$ cat config.mk
export PLATFORM = sky130hd
export DESIGN_NAME = pulpino_xfer_ctrl
export DESIGN_NICKNAME = d
export VERILOG_FILES = /design/src/rtl/pulpino_xfer_ctrl.sv
export SDC_FILE = /design/constraint.sdc
export NUM_CORES = 1
export LEC_CHECK = 0
export CORE_MARGIN = 2
export CORE_UTILIZATION = 30
export DETAILED_ROUTE_END_ITERATION = 16
export PLACE_DENSITY = 0.66
export SYNTH_ARGS = -nofsm -noshare
export SYNTH_HDL_FRONTEND = slang
export SYNTH_SLANG_ARGS = --single-unit
$ cat constraint.sdc
create_clock -name clk -period 2.4 [get_ports clk]
set_clock_uncertainty 0.1 [all_clocks]
set_input_delay 0.48 -clock clk [delete_from_list [all_inputs] [get_ports clk]]
set_output_delay 0.48 -clock clk [all_outputs]
set_load 0.02 [all_outputs]
$ cat src/rtl/pulpino_xfer_ctrl.sv
// Host-side transfer sequencer for the USB <-> PULPino GPIO word channel.
// Loads one command word via do_read, tracks the done toggles and returns the reply.
module pulpino_xfer_ctrl #(
    parameter int LOAD_HOLD      = 2,
    parameter int TIMEOUT_CYCLES = 1000000
) (
    input  logic        clk,
    input  logic        reset_i,
    input  logic        cmd_valid,
    output logic        cmd_ready,
    input  logic [31:0] cmd_data,
    input  logic        cmd_expect_rsp,
    output logic        rsp_valid,
    input  logic        rsp_ready,
    output logic [31:0] rsp_data,
    output logic        rsp_timeout,
    output logic [31:0] read_data,
    output logic        do_read,
    input  logic        data_in_done,
    input  logic        data_out_done,
    input  logic [31:0] write_data,
    output logic        busy,
    output logic        timeout_sticky,
    input  logic        clr_err,
    output logic [15:0] xfer_count
);
    // Handshakes: a command transfers on an edge where cmd_valid && cmd_ready;
    // a response transfers on an edge where rsp_valid && rsp_ready, and
    // rsp_valid/rsp_data/rsp_timeout hold steady until that edge.
    typedef enum logic [2:0] {
        IDLE     = 3'd0,
        LOAD     = 3'd1,
        RELEASE  = 3'd2,
        WAIT_IN  = 3'd3,
        WAIT_OUT = 3'd4,
        RESP     = 3'd5
    } state_e;

    localparam int HW = (LOAD_HOLD > 1) ? $clog2(LOAD_HOLD) : 1;
    localparam int TW = $clog2(TIMEOUT_CYCLES);
    localparam logic [HW-1:0] HOLD_LAST = HW'(LOAD_HOLD - 1);
    localparam logic [TW-1:0] TMO_LAST  = TW'(TIMEOUT_CYCLES - 1);

    state_e        state_q, state_d;
    logic [31:0]   read_data_q, read_data_d;
    logic          do_read_q, do_read_d;
    logic          exp_q, exp_d;
    logic          in_ref_q, in_ref_d;
    logic          out_ref_q, out_ref_d;
    logic          out_seen_q, out_seen_d;
    logic [HW-1:0] hold_cnt_q, hold_cnt_d;
    logic [TW-1:0] tmo_cnt_q, tmo_cnt_d;
    logic          rsp_valid_q, rsp_valid_d;
    logic [31:0]   rsp_data_q, rsp_data_d;
    logic          rsp_timeout_q, rsp_timeout_d;
    logic          sticky_q, sticky_d;
    logic [15:0]   xfer_count_q, xfer_count_d;
    logic          tracking, out_hit, tmo_hit;

    always_comb begin
        state_d       = state_q;
        read_data_d   = read_data_q;
        do_read_d     = do_read_q;
        exp_d         = exp_q;
        in_ref_d      = in_ref_q;
        out_ref_d     = out_ref_q;
        out_seen_d    = out_seen_q;
        hold_cnt_d    = hold_cnt_q;
        tmo_cnt_d     = tmo_cnt_q;
        rsp_valid_d   = rsp_valid_q;
        rsp_data_d    = rsp_data_q;
        rsp_timeout_d = rsp_timeout_q;
        sticky_d      = sticky_q;
        xfer_count_d  = xfer_count_q;
        tmo_hit       = 1'b0;

        tracking = (state_q == LOAD) || (state_q == RELEASE) ||
                   (state_q == WAIT_IN) || (state_q == WAIT_OUT);
        out_hit  = tracking && (data_out_done != out_ref_q) && !out_seen_q;

        if (clr_err) sticky_d = 1'b0;

        if (tracking && (tmo_cnt_q != TMO_LAST)) tmo_cnt_d = tmo_cnt_q + 1'b1;
        // The first reply toggle is latched in any active state so an early reply survives.
        if (out_hit) begin
            out_seen_d = 1'b1;
            rsp_data_d = write_data;
        end

        case (state_q)
            IDLE: begin
                if (cmd_valid) begin
                    read_data_d = cmd_data;
                    exp_d       = cmd_expect_rsp;
                    in_ref_d    = data_in_done;
                    out_ref_d   = data_out_done;
                    out_seen_d  = 1'b0;
                    tmo_cnt_d   = '0;
                    hold_cnt_d  = '0;
                    do_read_d   = 1'b1;
                    state_d     = LOAD;
                end
            end
            LOAD: begin
                if (hold_cnt_q == HOLD_LAST) begin
                    do_read_d = 1'b0;
                    state_d   = RELEASE;
                end else begin
                    hold_cnt_d = hold_cnt_q + 1'b1;
                end
            end
            RELEASE: state_d = WAIT_IN;
            WAIT_IN: begin
                if (data_in_done != in_ref_q) begin
                    if (exp_q) begin
                        state_d = WAIT_OUT;
                    end else begin
                        state_d       = RESP;
                        rsp_valid_d   = 1'b1;
                        rsp_data_d    = '0;
                        rsp_timeout_d = 1'b0;
                    end
                end else if (tmo_cnt_q == TMO_LAST) begin
                    tmo_hit = 1'b1;
                end
            end
            WAIT_OUT: begin
                if (out_seen_q || out_hit) begin
                    state_d       = RESP;
                    rsp_valid_d   = 1'b1;
                    rsp_timeout_d = 1'b0;
                end else if (tmo_cnt_q == TMO_LAST) begin
                    tmo_hit = 1'b1;
                end
            end
            RESP: begin
                if (rsp_ready) begin
                    rsp_valid_d = 1'b0;
                    if (!rsp_timeout_q) xfer_count_d = xfer_count_q + 16'd1;
                    state_d = IDLE;
                end
            end
            default: state_d = IDLE;
        endcase

        if (tmo_hit) begin
            state_d       = RESP;
            rsp_valid_d   = 1'b1;
            rsp_timeout_d = 1'b1;
            rsp_data_d    = '0;
            sticky_d      = 1'b1;
        end
    end

    always_ff @(posedge clk) begin
        if (reset_i) begin
            state_q       <= IDLE;
            read_data_q   <= '0;
            do_read_q     <= 1'b0;
            exp_q         <= 1'b0;
            in_ref_q      <= 1'b0;
            out_ref_q     <= 1'b0;
            out_seen_q    <= 1'b0;
            hold_cnt_q    <= '0;
            tmo_cnt_q     <= '0;
            rsp_valid_q   <= 1'b0;
            rsp_data_q    <= '0;
            rsp_timeout_q <= 1'b0;
            sticky_q      <= 1'b0;
            xfer_count_q  <= '0;
        end else begin
            state_q       <= state_d;
            read_data_q   <= read_data_d;
            do_read_q     <= do_read_d;
            exp_q         <= exp_d;
            in_ref_q      <= in_ref_d;
            out_ref_q     <= out_ref_d;
            out_seen_q    <= out_seen_d;
            hold_cnt_q    <= hold_cnt_d;
            tmo_cnt_q     <= tmo_cnt_d;
            rsp_valid_q   <= rsp_valid_d;
            rsp_data_q    <= rsp_data_d;
            rsp_timeout_q <= rsp_timeout_d;
            sticky_q      <= sticky_d;
            xfer_count_q  <= xfer_count_d;
        end
    end

    assign cmd_ready      = (state_q == IDLE);
    assign busy           = (state_q != IDLE);
    assign read_data      = read_data_q;
    assign do_read        = do_read_q;
    assign rsp_valid      = rsp_valid_q;
    assign rsp_data       = rsp_data_q;
    assign rsp_timeout    = rsp_timeout_q;
    assign timeout_sticky = sticky_q;
    assign xfer_count     = xfer_count_q;
endmodule

==> impl_metrics.ini, run 1 <==
[cts]
cts_setup_buffers = 0
htree_num_levels = 3
clk_path_buf_depth = 2
cts_sinks = 112
cts-root-buf = clkbuf_16
cts_made_buffers = 9
hold_buffers = 0
cts.repair.resized = 0
clk_pin_slew_ns = 0.07
cts_tree = done
clk_latency_ns = 0.35

[cells_and_area]
nFillCells = 1523
n_antenna_cell = 0
area_growth_pct = 46.8
fin_util_pct = 44.8
regArea_mm2 = 0.00224
drive_above_1_share_pct = 6.92
finalInstanceArea_mm2 = 0.00678
multiInputGateArea_mm2 = 0.00221
final_nets = 792

[synthesis]
synthFlopType = dfxtp_1
yosysTopAreaCell = dfxtp_1
synthMostInstantiatedCell = nand2_1
netlist_instances = 563
synth-seq-cells = 112
ys_seq_area_share_pct = 48.6
async_flop_share_pct = 0
avgSynthCellArea_um2 = 8.20
synth_area_leaders = dfxtp_1 (49%), nand2_1 (12%), a21oi_1 (8.8%), xor2_1 (4.7%), nor2_1 (4.1%)
synth_edf_count = 0
syn-num-nets = 637
synth_top_area_share_pct = 48.6
yosys-top-cells-count = nand2_1 (151), dfxtp_1 (112), a21oi_1 (81), nor2_1 (50), xor2_1 (25)
netlist_area_mm2 = 0.00462
synth_cell_type_count = 50
yosysWarnings = 0

[power_and_ir_drop]
powerDensity_mw_per_mm2 = 673
leakage_nw = 2.44
ir_drop_mv = 0.480

[placed_design]
gp_congestion = 0.792
placed_cell_area_mm2 = 0.00645
dp_slack_ns = 0.115
port-buffer-count = 157
hpwl_um = 8140

[grt]
grt_overflow_total = 0
antenna_found_initial = 0
grt_max_degree = 36
track_usage_pct = 14.2
grt_pass1_wl_um = 18600
grt_pass1_vias = 3925

[routing]
first_pass_iters = 4
routedWlPerCell_um = 12.7
drtIter0Drc = 140
vias = 4209
drc = 0
vias_per_cell = 4.62
wl_um = 11600
ant_nets = 0

[setup_path]
reg2reg_to = rsp_valid
cp_max_fo = 3
start_kind = flop
r2r_cells = 6
path_class = reg -> out
crit_arrival_ns = 1.61
worstSetupEndpointType = output port
r2r_start = tmo_cnt_q[9]
critical_path_required_ns = 1.82
r2r_slack_ns = 0.39

[min_path]
hold_path_class = reg -> reg
min_delay_path_depth = 2
min-delay-start = read_data[30]
min_to = read_data[30]

[run]
maxCapViolations = 0

[timing]
drv_slew = 0
setup_violations = 0
fin_ws_ns = 0.206
tightest_slew_ns = 0.584
period_share_pct = 91.4
tns_ns = 0
rsz0062_at_grt = no
min_period_ns = 2.19
max_freq_ghz = 0.456
max_slew_margin_pct = 60.7
hold_viol = 0

[status]
outcome = finished clean

[floorplanning]
start_util_pct = 30.5
fp.dieW_um = 128
fp-row-count = 45
dieArea_mm2 = 0.0164
die_y_um = 128
io_pins = 158
coreArea_mm2 = 0.0151
layout by cell type, fill, tap and decap left out, types with 2 or more instances in the layout:
master	n
a211o_1	2
a21oi_1	81
and2_1	2
and3_1	8
and3b_1	2
and4_1	6
buf_12	4
buf_4	14
bufinv_16	2
clkbuf_16	9
clkdlybuf4s50_1	156
dfxtp_1	112
ha_1	2
inv_1	3
nand2_1	151
nand2b_1	3
nand3_1	8
nand4_1	10
nand4_2	2
nand4b_1	2
nor2_1	50
nor2b_1	4
nor3_1	7
nor3_2	2
nor3_4	2
nor4_1	3
o211ai_1	3
o21ai_0	8
o31ai_1	2
or3_1	3
xnor2_1	9
xor2_1	25
power by group:
| group | total, W | internal (W) | switching [W] |
|---|---|---|---|
| sequential | 0.00203 | 0.00197 | 0.0000607 |
| clock | 0.00163 | 0.000926 | 0.000708 |
| combinational | 0.000900 | 0.000431 | 0.000469 |
critical path, stage by stage, from the launching register on:
cell and delay, ns:
dfxtp_1 0.35, nor3_4 0.25, clkdlybuf4s50_1 0.66
cells by family (layout without fill, tap and decap cells):
family | after synthesis | in the layout | share of synthesized area [%]
XOR/XNOR | 34 | 34 | 6.45
AND/OR/NAND/NOR | 277 | 277 | 28.5
buffers and inverters | 34 | 194 | 3.66
flip-flops | 112 | 112 | 48.6
multiplexers | 1 | 1 | 0.217
AO/OA/AOI/OAI | 103 | 103 | 12.1
adder cells (fa/ha/maj) | 2 | 2 | 0.542
routing by layer:
layer  global-route usage, %  wire (um)
met5                       0          0
met4                    5.69        176
met3                    6.39        994
met2                    22.1       5190
met1                    17.0       5250
cell type report:
| cell class | count | area share (%) |
|---|---|---|
| Sequential cell | 112 | 33.1 |
| Multi-Input combinational cell | 417 | 32.6 |
| Timing Repair Buffer | 175 | 25.8 |
| Tap cell | 188 | 3.47 |
| Clock buffer | 9 | 3.32 |
| Clock inverter | 7 | 1.49 |
| Inverter | 3 | 0.166 |
stage by stage:
step	hold slack, ns	power (W)	std cells
global route	0.371	0.00479	911
floorplan	0.349	0.00254	563
detailed placement	0.346	0.00298	895
finish	0.353	0.00456	911
global placement	0.341	0.00297	895
CTS	0.356	0.00464	911
how the worst max path moves through the flow:
| stage | from | to | slack, ns |
|---|---|---|---|
| floorplan | tmo_cnt_q[0] | rsp_data[10] | 0.54 |
| global placement | data_out_done | rsp_data[13] | 0.15 |
| detailed placement | data_out_done | rsp_data[15] | 0.11 |
| CTS | state_q[2] | cmd_ready | 0.16 |
| global route | tmo_cnt_q[9] | rsp_valid | 0.06 |
| finish | state_q[1] | cmd_ready | 0.21 |
sequential cells by signal, indices dropped and copies added, names as in the netlist:
register	flops
out_seen_q	1
state_q	3
xfer_count	16
do_read	1
rsp_valid	1
read_data	32
exp_q	1
hold_cnt_q	1
timeout_sticky	1
tmo_cnt_q	20
rsp_data	32
out_ref_q	1
in_ref_q	1
rsp_timeout	1
(Power assumes the default switching activity.)
==> inputs of run 2 (changes only) <==
- CORE_MARGIN: 2 -> unset
- PLACE_DENSITY: 0.66 -> 0.54
==> run 2 against run 1 <==
  * Combinational power is 0.7% lower
  * Power decreased by 5.8%
  * Hold slack lost 0.0043 ns
  * Non-clock buffer count stayed put
  * Flip-flop and latch count did not move
  * Wire length grew 3.3%
  * Worst setup slack gained 0.020 ns
  * Sequential share of layout area is 0.38 points higher
  * Fmax grew 0.94%
  * Cell count fell by 0.44%
  * Via count up 0.62%
==> impl_metrics.ini, run 2 (synthesis gave the netlist of run 1 again) <==
[setup_path]
path_class = reg -> out
crit_path_cell_trace = nor3_4, clkdlybuf4s50_1
crit_path_start = state_q[1]
worstSetupEndpointType = output port
start_kind = flop
critical_path_required_ns = 1.82
cpMaxStageDelayCell = clkdlybuf4s50_1
slowest_delay_ns = 0.65
crit_arrival_ns = 1.59
r2r_start = state_q[1]
cp_max_fo = 3

[timing]
hold_slack_ns = 0.348
period_share_pct = 90.6
max_slew_margin_pct = 63.0
min_period_ns = 2.17
setup_violations = 0
tightest_slew_ns = 0.551
max_freq_ghz = 0.460
drv_slew = 0
rsz0062_at_grt = no
hold_viol = 0
tns_ns = 0

[power_and_ir_drop]
ir_drop_mv = 0.429
comb_power_share_pct = 20.8
leakage_nw = 2.41
switchingPower_w = 0.00119
powerDensity_mw_per_mm2 = 641
pwr-share-clk_pct = 31.9
p_seq_share_pct = 47.3
internal-power_w = 0.00310
sw_frac_of_total_pct = 27.8

[cts]
htree_num_levels = 3
clk_pin_slew_ns = 0.07
cts.repair.resized = 0
cts_sinks = 112
hold_buffers = 0
clk_latency_ns = 0.35
cts_setup_buffers = 0
clk_path_buf_depth = 2
cts_made_buffers = 9
cts_tree = done
cts-root-buf = clkbuf_16

[cells_and_area]
area_growth_pct = 45.1
final_nets = 792
n_antenna_cell = 0
fin_util_pct = 45.4
final_cell_mix = clkdlybuf4s50_1 (156), nand2_1 (151), dfxtp_1 (112)
nFillCells = 1404
layout_commonest_cell = clkdlybuf4s50_1
drive_above_1_share_pct = 6.50

[floorplanning]
start_util_pct = 31.3
fp-row-count = 44
coreArea_mm2 = 0.0148
fp.dieW_um = 126
dieArea_mm2 = 0.0159
io_pins = 158
die_y_um = 126

[routing]
vias_per_cell = 4.67
routedWlPerCell_um = 13.2
wl_um = 12000
vias = 4235
drtIter0Drc = 254
drc = 0
first_pass_iters = 4
ant_nets = 0

[grt]
grt_pass1_wl_um = 19300
grt_overflow_total = 0
track_usage_pct = 15.1
grt_max_degree = 36
grt_pass1_vias = 3946
antenna_found_initial = 0

[status]
outcome = finished clean

[placed_design]
hpwl_um = 8510
port-buffer-count = 157
gp_congestion = 0.770

[min_path]
hold_path_class = in -> reg
min-delay-start = reset_i

[run]
maxCapViolations = 0
## run 2: changes by cell type in the layout (fill, tap and decap cells not counted), sizes merged
cell    before  now
clkbuf       9   12
bufinv       2    0
inv          5    4
## run 2: metrics by stage
step                total power, W  std cells  worst slack [ns]  area (um2)
floorplan                  0.00254        563             0.538        4620
global placement           0.00296        891             0.168        6440
detailed placement         0.00298        891             0.101        6440
CTS                        0.00437        907             0.188        6700
global route               0.00454        907            0.0919        6700
finish                     0.00430        907             0.227        6700
## run 2: routing by layer
metal  vias to the layer above  part of all wire, %  global-route usage, %  routed length [um]
met5                         -                    0                      0                   0
met4                         0                  1.3                   4.96                 160
met3                        10                  8.6                   6.33                1030
met2                       135                   44                   23.4                5310
met1                      1891                   46                   18.7                5480
li1                       2199                    -                      -                   -
## run 2: area by class of cell
type | count | area [um2] | share of cell area (%)
Clock inverter | 4 | 30.0 | 0.448
Inverter | 3 | 11.3 | 0.168
Clock buffer | 12 | 236 | 3.53
Sequential cell | 112 | 2240 | 33.5
Tap cell | 184 | 230 | 3.43
Multi-Input combinational cell | 417 | 2210 | 33.0
Timing Repair Buffer | 175 | 1740 | 25.9
## run 2: path summary, 6_finish.rpt
path | to | slack, ns | cells after the start
min reg2reg | read_data[0] | 0.35 | 2
min | hold_cnt_q | 0.35 | 2
max reg2reg | tmo_cnt_q[18] | 0.27 | 6
max | cmd_ready | 0.23 | 2
## run 2: worst max-delay path: cells and delay by family (launching register included)
family,cells,cell delay (ns)
flops,1,0.35
buf+inv,1,0.65
simple gates,1,0.25
## run 2: power by group through the flow
| stage | sequential (W) | clock (W) | combinational [W] |
|---|---|---|---|
| after floorplan | 0.00218 | 0 | 0.000356 |
| after global placement | 0.00207 | 0 | 0.000895 |
| after detailed placement | 0.00208 | 0 | 0.000901 |
| after CTS | 0.00203 | 0.00143 | 0.000905 |
| after global routing | 0.00205 | 0.00152 | 0.000972 |
| final | 0.00203 | 0.00137 | 0.000894 |
==> inputs of run 3 (changes only) <==
- ABC_CLOCK_PERIOD_IN_PS: unset -> 1800
- PLACE_DENSITY: 0.54 -> 0.56
- SLEW_MARGIN: unset -> 20
- clock period: 2.4 -> 1.8 ns (I/O delays scaled with it)
==> run 3 against run 2 <==
  * The flow now finishes with violations (negative setup slack)
  * Clock power is 61% higher
  * Clock-buffer cell count is 2 lower
  * Cell count is 5.5% higher
  * Via count is 7.6% higher
  * Wire length is 13% higher
  * Combinational power is 63% higher
  * Critical path depth is 5 higher
==> impl_metrics.ini, run 3 (synthesis gave the netlist of run 1 again) <==
[status]
outcome = complete, but fails checks
violations = negative setup slack

[setup_path]
cp_max_fo = 8
r2r_start = state_q[1]
critical_path_required_ns = 1.99
path_class = reg -> reg
crit_arrival_ns = 2.01
crit_path_start = state_q[1]
r2r_slack_ns = -0.02
start_kind = flop
worstSetupEndpointType = flop

[grt]
grtUsageMet2_pct = 24.4
grt_busiest_layer = met2
antenna_found_initial = 0
gr-usage-met1_pct = 20.4
grt_pass1_vias = 4296
use_met3_pct = 4.97
grt_max_degree = 36
grt_overflow_total = 0
grt_pass1_wl_um = 20700
track_usage_pct = 16.0

[cells_and_area]
layout_commonest_cell = nand2_1
final_nets = 842
n_antenna_cell = 0
area_growth_pct = 65.2
nFillCells = 1371
finalInstanceArea_mm2 = 0.00763
final_cell_mix = nand2_1 (146), dfxtp_1 (105), clkdlybuf4s50_1 (101)
drive_above_1_share_pct = 19.8

[floorplanning]
dieArea_mm2 = 0.0159
coreArea_mm2 = 0.0148
start_util_pct = 31.3
io_pins = 158
fp-row-count = 44
die_y_um = 126
fp.dieW_um = 126

[timing]
setup_violations = 11
max_slew_margin_pct = 77.5
min_period_ns = 1.82
fin_ws_ns = -0.0203
drv_slew = 0
hold_viol = 0
max_freq_ghz = 0.549
period_share_pct = 101
rsz0062_at_grt = yes
tightest_slew_ns = 0.334

[placed_design]
placed_cell_area_mm2 = 0.00672
hpwl_um = 8790
gp_congestion = 0.818
port-buffer-count = 157

[routing]
vias_per_cell = 4.76
wl_um = 13600
drc = 0
drtIter0Drc = 225
first_pass_iters = 4
ant_nets = 0
routedWlPerCell_um = 14.2
vias = 4558

[run]
maxCapViolations = 0

[power_and_ir_drop]
ir_drop_mv = 0.413
sw_frac_of_total_pct = 27.5
pwr-share-clk_pct = 34.5
powerDensity_mw_per_mm2 = 835
fin_total_pwr_w = 0.00637
comb_power_share_pct = 22.9
p_seq_share_pct = 42.6
internal-power_w = 0.00462
switchingPower_w = 0.00175
leakage_nw = 3.47

[cts]
clk_latency_ns = 0.36
hold_buffers = 0
cts_tree = done
clk_pin_slew_ns = 0.07
htree_num_levels = 3
cts-root-buf = clkbuf_16
clk_path_buf_depth = 2
cts_sinks = 112
cts_made_buffers = 9

[min_path]
hold_path_class = in -> reg
min-delay-start = data_in_done
==> run 3: cell types whose count changed in the layout (fill, tap and decap cells not counted), sizes merged <==
cell	change
clkdlybuf4s50	-55
buf	+45
dlymetal6s2s	+34
dlygate4sd2	+19
clkbuf	+3
bufinv	+2
clkdlybuf4s15	+2
==> run 3: area by class of cell <==
type	count	area [um2]	share of cell area (%)
repair buffers	225	2340	30.7
clock inverters	6	90.1	1.18
clock buffers	10	239	3.13
inverters	3	11.3	0.148
flip-flops and latches	112	2260	29.6
well taps	184	230	3.02
multi-input cells	417	2460	32.3
==> run 3: per-layer routing <==
| metal | part of all wire [%] | up-vias |
|---|---|---|
| li1 | - | 2305 |
| met1 | 46 | 2094 |
| met2 | 46 | 140 |
| met3 | 6.9 | 19 |
| met4 | 1.9 | 0 |
| met5 | 0 | - |
==> run 3: final timing paths <==
path | endpoint | cells past startpoint
setup reg to reg | rsp_data[9] | 7
hold / removal | in_ref_q | 3
setup / recovery | rsp_data[9] | 7
hold reg to reg | read_data[23] | 2
==> run 3: repair_timing <==
action,in CTS,in global routing
endpoints found under the setup margin,61,86
setup buffers,2,8
gates resized for setup,35,98
pin swaps,5,13
gates cloned,0,7
==> run 3: through the flow <==
step | hold WS, ns | util [%] | setup TNS [ns] | instances | setup WS, ns
2_1_floorplan | 0.349 | - | 0 | 563 | 0.00694
5_1_grt | 0.302 | 51.7 | -2.40 | 957 | -0.114
3_5_place_dp | 0.346 | 45.5 | -12.08 | 924 | -0.320
3_3_place_gp | 0.341 | 45.5 | -10.76 | 924 | -0.274
6_report | 0.250 | 51.7 | -0.0967 | 957 | -0.0203
4_1_cts | 0.356 | 48.0 | 0 | 942 | 0.00338
==> run 3: critical path, cell delays in order (launching register included) <==
cell and delay, ns:
dfxtp_4 0.37, buf_8 0.13, and3b_2 0.23, a32oi_4 0.21, nor3_4 0.07, a211o_4 0.33, clkbuf_16 0.20, a21oi_1 0.11
==> run 3: power by group through the flow <==
stage                     Combinational [W]  Clock (W)  Sequential (W)
after floorplan                    0.000481          0         0.00291
after global routing                0.00158    0.00237         0.00273
final                               0.00146    0.00220         0.00271
after CTS                           0.00128    0.00228         0.00271
after global placement              0.00125          0         0.00276
after detailed placement            0.00126          0         0.00277
